==> src/rtl/mux_sched_pkg.sv <==
// ---------------------------------------------------------------------------
// mux_sched_pkg
// Shared definitions for the round-robin mux scheduler:
//   SEL_IDLE - select value that parks the mux (mux outputs 0)
//   BURST_W  - width of the per-grant beat counter
//   state_t  - scheduler FSM states
// ---------------------------------------------------------------------------
package mux_sched_pkg;

    localparam logic [4:0] SEL_IDLE = 5'b11111;
    localparam int         BURST_W  = 4;

    typedef enum logic {
        IDLE  = 1'b0,
        GRANT = 1'b1
    } state_t;

endpackage

==> src/rtl/mux_rr_scheduler_rr_pick.sv <==
// ---------------------------------------------------------------------------
// rr_pick
// Combinational rotating-priority encoder.
// Ports:
//   req [N_REQ]  in   request vector
//   ptr [SEL_W]  in   index with highest priority this round
//   any          out  at least one request is set
//   idx [SEL_W]  out  first requesting index at or above ptr, wrapping to 0
// ---------------------------------------------------------------------------
module rr_pick #(
    parameter int N_REQ = 31,
    parameter int SEL_W = 5
) (
    input  logic [N_REQ-1:0] req,
    input  logic [SEL_W-1:0] ptr,
    output logic             any,
    output logic [SEL_W-1:0] idx
);

    logic [2*N_REQ-1:0] w_dbl;
    logic [2*N_REQ-1:0] w_masked;
    logic               w_found;
    int unsigned        w_pos;

    // The request vector is duplicated; the lower copy is masked below ptr,
    // so the lowest set bit of the result is the wrapped winner.
    always_comb begin
        w_dbl = {req, req};
        for (int unsigned i = 0; i < 2 * N_REQ; i++) begin
            w_masked[i] = w_dbl[i] & (i >= 32'(ptr));
        end
    end

    always_comb begin
        w_found = 1'b0;
        w_pos   = 0;
        for (int unsigned i = 0; i < 2 * N_REQ; i++) begin
            if (!w_found && w_masked[i]) begin
                w_found = 1'b1;
                w_pos   = i;
            end
        end
    end

    always_comb begin
        any = |req;
        if (w_pos >= N_REQ) begin
            idx = SEL_W'(w_pos - N_REQ);
        end else begin
            idx = SEL_W'(w_pos);
        end
    end

endmodule

==> src/rtl/mux_rr_scheduler.sv <==
// ---------------------------------------------------------------------------
// mux_rr_scheduler
// Round-robin scheduler driving the select of a shared N_REQ:1 mux and
// presenting the muxed data under a valid/ready handshake. One requester is
// granted at a time for up to BURST accepted beats.
// Ports:
//   clk        in   clock, rising edge
//   rst_n      in   synchronous active-low reset
//   req        in   per-requester level request
//   out_ready  in   downstream accepts current beat
//   sel        out  registered mux select (SEL_IDLE when idle)
//   out_valid  out  muxed data valid
//   gnt        out  registered one-hot grant
//   ack        out  one-hot beat acceptance (gnt when out_valid & out_ready)
//   busy       out  high in GRANT state
// ---------------------------------------------------------------------------
module mux_rr_scheduler
    import mux_sched_pkg::*;
#(
    parameter int N_REQ = 31,
    parameter int SEL_W = 5,
    parameter int BURST = 4
) (
    input  logic             clk,
    input  logic             rst_n,
    input  logic [N_REQ-1:0] req,
    input  logic             out_ready,
    output logic [SEL_W-1:0] sel,
    output logic             out_valid,
    output logic [N_REQ-1:0] gnt,
    output logic [N_REQ-1:0] ack,
    output logic             busy
);

    localparam logic [SEL_W-1:0]   L_SEL_IDLE = SEL_W'(SEL_IDLE);
    localparam logic [SEL_W-1:0]   L_SEL_LAST = SEL_W'(N_REQ - 1);
    localparam logic [BURST_W-1:0] L_BEAT_END = BURST_W'(BURST - 1);

    state_t             r_state;
    logic [SEL_W-1:0]   r_sel;
    logic [N_REQ-1:0]   r_gnt;
    logic               r_valid;
    logic [SEL_W-1:0]   r_ptr;
    logic [BURST_W-1:0] r_beat;

    logic               w_any;
    logic [SEL_W-1:0]   w_idx;
    logic               w_xfer;
    logic               w_req_sel;
    logic               w_release;

    rr_pick #(
        .N_REQ (N_REQ),
        .SEL_W (SEL_W)
    ) u_pick (
        .req (req),
        .ptr (r_ptr),
        .any (w_any),
        .idx (w_idx)
    );

    // r_valid is only ever set in GRANT, so xfer and ack are implicitly
    // qualified by the state.
    always_comb begin
        w_xfer    = r_valid & out_ready;
        w_req_sel = |(req & r_gnt);
        w_release = (r_state == GRANT) &&
                    ((w_xfer && (r_beat == L_BEAT_END)) || !w_req_sel);
        ack       = w_xfer ? r_gnt : '0;
    end

    always_ff @(posedge clk) begin
        if (!rst_n) begin
            r_state <= IDLE;
            r_sel   <= L_SEL_IDLE;
            r_gnt   <= '0;
            r_valid <= 1'b0;
            r_ptr   <= '0;
            r_beat  <= '0;
        end else begin
            case (r_state)
                IDLE: begin
                    if (w_any) begin
                        r_state <= GRANT;
                        r_sel   <= w_idx;
                        r_gnt   <= N_REQ'(1) << w_idx;
                        r_valid <= 1'b1;
                        r_beat  <= '0;
                    end
                end
                GRANT: begin
                    if (w_release) begin
                        r_state <= IDLE;
                        r_ptr   <= (r_sel == L_SEL_LAST) ? '0 : r_sel + SEL_W'(1);
                        r_sel   <= L_SEL_IDLE;
                        r_gnt   <= '0;
                        r_valid <= 1'b0;
                        r_beat  <= '0;
                    end else if (w_xfer) begin
                        r_beat  <= r_beat + BURST_W'(1);
                    end
                end
                default: r_state <= IDLE;
            endcase
        end
    end

    assign sel       = r_sel;
    assign out_valid = r_valid;
    assign gnt       = r_gnt;
    assign busy      = (r_state == GRANT);

endmodule
==> config.mk <==
export PLATFORM = sky130hd
export DESIGN_NAME = mux_rr_scheduler
export DESIGN_NICKNAME = d
export VERILOG_FILES = /design/src/rtl/mux_sched_pkg.sv /design/src/rtl/mux_rr_scheduler_rr_pick.sv /design/src/rtl/mux_rr_scheduler.sv
export SDC_FILE = /design/constraint.sdc
export NUM_CORES = 1
export LEC_CHECK = 0
export CORE_UTILIZATION = 50
export DETAILED_ROUTE_END_ITERATION = 6
export HOLD_SLACK_MARGIN = 0.15
export PLACE_DENSITY_LB_ADDON = 0.1
export SETUP_SLACK_MARGIN = 0.15
export SYNTH_ARGS = -nofsm -noshare
export SYNTH_HDL_FRONTEND = slang
export SYNTH_SLANG_ARGS = --single-unit
==> constraint.sdc <==
create_clock -name clk -period 5.4 [get_ports clk]
set_input_delay 0.81 -clock clk [delete_from_list [all_inputs] [get_ports clk]]
set_output_delay 0.81 -clock clk [all_outputs]
set_load 0.01 [all_outputs]
==> flow_summary_export.csv <==
group,metric,value,unit
run_status,status,"finished, final reports clean",
route,routedWlPerCell,21.6,um
final_layout,drive_gt1_share,10.9,%
synthesis,syn_inst,511,
synthesis,synth_edf_count,0,
route,num_vias,4750,
clock_tree,clk_pin_slew_worst_paths,80,ps
global_routing,gr-total-overflow,0,
clock_tree,cts-root-buf,"clkbuf_8",
route,wirelength,15500,um
placed_design,placedInstanceArea,5140,um2
timing,period_share,86.5,%
clock_tree,cts_setup_buffers,0,
clock_tree,cts-htree-levels,2,
clock_tree,clockBufferDepth,2,
timing,worst_slew_pin_slew,956,ps
timing,min_period,4670,ps
route,routed_via_density,6.64,
synthesis,yosys.cell_types.count,90,
route,drtIter0Drc,426,
synthesis,async_reset_ff_share,0,%
synthesis,synth_area_per_cell,7.85,um2
timing,hold_viol_final,0,
global_routing,antenna_found_initial,0,
global_routing,track_usage,36.5,%
final_layout,syn_to_final_growth,30.4,%
power,vdd_drop_max,368,uV
timing,slew_violations,0,
final_layout,num_antenna_cells,0,
worst_setup_path,endpoint_kind,"flop",
placed_design,gp_congestion,1.01,
timing,rsz0062_at_grt,"no",
timing,setup-violations-final,0,
route,firstDrtPassIters,5,
route,ant_nets,0,
global_routing,grt_max_degree,36,
floorplan,die_w,91.5,um
clock_tree,cts_hold_buf,0,
worst_setup_path,path_max_fanout,10,
clock_tree,cts.repair.resized,0,
floorplan,row_count,32,
timing,holdWs,497,ps
final_layout,layout.nets,650,
global_routing,grt_pass1_vias,4366,
clock_tree,cts_buffers,5,
worst_setup_path,cp.required,5630,ps
route,drcViolationCount,0,
floorplan,pin_count,103,
timing,relSlewSlack,36.1,%
placed_design,hpwl,12300,um
hold_path,hp-class,"flop to flop",
timing,setup_tns,0,ps
floorplan,start_util,51.9,%
timing,clock.fmax,0.214,GHz
clock_tree,cts_tree,"built",
power,total_leakage_power,2.00,nW
floorplan,die_area,8380,um2
clock_tree,clk_latency,300,ps
floorplan,coreArea,7730,um2
synthesis,netlist_area,4010,um2
synthesis,yosysWarningCount,0,
timing,fin_skew,8.03,ps
clock_tree,cts_sinks,47,
synthesis,ys.flop_type,"dfxtp_1",
worst_setup_path,crit_type,"input pin to flop",
power,p_per_area,363,nW/um2
floorplan,die_h,91.5,um
synthesis,seq_area_frac_synth,23.5,%
global_routing,grt_pass1_wl,23800,um
placed_design,post-place-ws,532,ps
placed_design,place.port_buffers,102,
run,drv_cap,0,
worst_setup_path,start_kind,"input pin",
synthesis,synth-seq-cells,47,
timing,setup_ws,727,ps
worst_setup_path,arrival,4910,ps
synthesis,synth_fp_nets,549,
final_layout,fin_area,5230,um2
[cells in the mapped netlist, types with 10 or more instances]
master / instances / area [um2]
dfxtp_1: 47 / 941
nand2_1: 40 / 150
and3_1: 37 / 231
nor2_1: 36 / 135
a21oi_1: 27 / 135
inv_1: 21 / 78.8
o21ai_0: 20 / 100
a22o_1: 16 / 140
o21ai_1: 14 / 70.1
nand3_1: 13 / 65.1
a32o_1: 12 / 120
clkbuf_1: 12 / 45.0
o211ai_1: 12 / 90.1
nor3_1: 11 / 55.1
a22oi_1: 10 / 75.1
[registers in the layout (all words and copies together) (netlist names)]
register	cells
busy	1
gnt	31
out_valid	1
r_beat	4
r_ptr	5
sel	5
[per-layer routing]
layer,share of wire (%),wire (um),global-route usage [%]
met1,42,6500,47.5
met2,48,7460,61.4
met3,6.4,993,3.69
met4,3.4,523,14.8
met5,0,0,0
[worst paths after layout]
kind | startpoint | endpoint | slack [ps] | cells after the start
worst min register to register | r_beat[3]$_SDFFE_PN0P_ | r_beat[3]$_SDFFE_PN0P_ | 500 | 2
worst max register to register | r_ptr[1]$_SDFFE_PN0P_ | gnt[20]$_SDFFE_PN0P_ | 940 | 13
worst min-delay path | r_beat[3]$_SDFFE_PN0P_ | r_beat[3]$_SDFFE_PN0P_ | 500 | 2
worst max-delay path | req[2] | gnt[30]$_SDFFE_PN0P_ | 730 | 15
[per-stage QoR]
step                cells  total power, W  utilization (%)
detailed placement    707         0.00166             66.5
global route          715         0.00201             67.6
global placement      707         0.00164             66.5
finish                715         0.00190             67.6
floorplan             511         0.00133                -
CTS                   715         0.00187             67.6
[placed cells by master (no fill, tap or decap), types with 3 or more instances in the layout]
| cell | n |
|---|---|
| a2111oi_0 | 3 |
| a211oi_1 | 6 |
| a21boi_0 | 4 |
| a21oi_1 | 27 |
| a221oi_1 | 6 |
| a22o_1 | 16 |
| a22oi_1 | 10 |
| a32o_1 | 12 |
| and3_1 | 37 |
| buf_4 | 21 |
| clkbuf_8 | 5 |
| clkdlybuf4s50_1 | 102 |
| dfxtp_1 | 47 |
| ha_1 | 4 |
| inv_1 | 21 |
| mux2_2 | 4 |
| mux2i_1 | 5 |
| nand2_1 | 40 |
| nand2b_1 | 5 |
| nand3_1 | 13 |
| nand4_1 | 8 |
| nor2_1 | 35 |
| nor2b_1 | 9 |
| nor3_1 | 11 |
| nor3_2 | 3 |
| nor3b_1 | 3 |
| nor4_1 | 8 |
| o211a_1 | 3 |
| o211ai_1 | 12 |
| o21a_1 | 4 |
| o21ai_0 | 20 |
| o21ai_1 | 14 |
| o21bai_1 | 4 |
| o22ai_1 | 7 |
| o311ai_0 | 4 |
| o31ai_1 | 4 |
| or2_2 | 9 |
[area by class of cell]
cell class / count / area, um2
Multi-Input combinational cell: 414 / 2810
Clock buffer: 6 / 72.6
Clock inverter: 2 / 16.3
Timing Repair Buffer: 123 / 1180
Tap cell: 102 / 128
Inverter: 21 / 78.8
Sequential cell: 47 / 941
Fill cell: 635 / 2500
[power breakdown]
group	switching (W)	total (W)	leakage, nW	internal (W)
combinational	0.000650	0.00112	1.57	0.000467
sequential	0.000168	0.000569	0.382	0.000401
clock	0.000118	0.000211	0.0418	0.0000930
total	0.000936	0.00190	2.00	0.000961
[kinds of logic (layout without fill, tap and decap cells)]
family / count (synthesis) / after routing / synth area share [%]
adder cells (fa/ha/maj): 4 / 4 / 1.25
buffers and inverters: 50 / 152 / 6.46
AND/OR/NAND/NOR: 206 / 206 / 29.0
XOR/XNOR: 5 / 5 / 1.75
AO/OA/AOI/OAI: 190 / 190 / 35.7
flip-flops: 47 / 47 / 23.5
multiplexers: 9 / 9 / 2.37
[critical path: stages]
cell             delay (ps)
clkdlybuf4s50_1         630
nor4_2                  380
and2_1                  280
o21ai_0                 180
o21ai_0                 170
o311ai_0                200
a2111o_2                530
nand2_4                 170
inv_1                    60
ha_1                    230
o311ai_0                140
mux2i_1                 500
and4_1                  390
nand2_1                 110
o21ai_1                 130
Power figures use the tool's default switching activity.
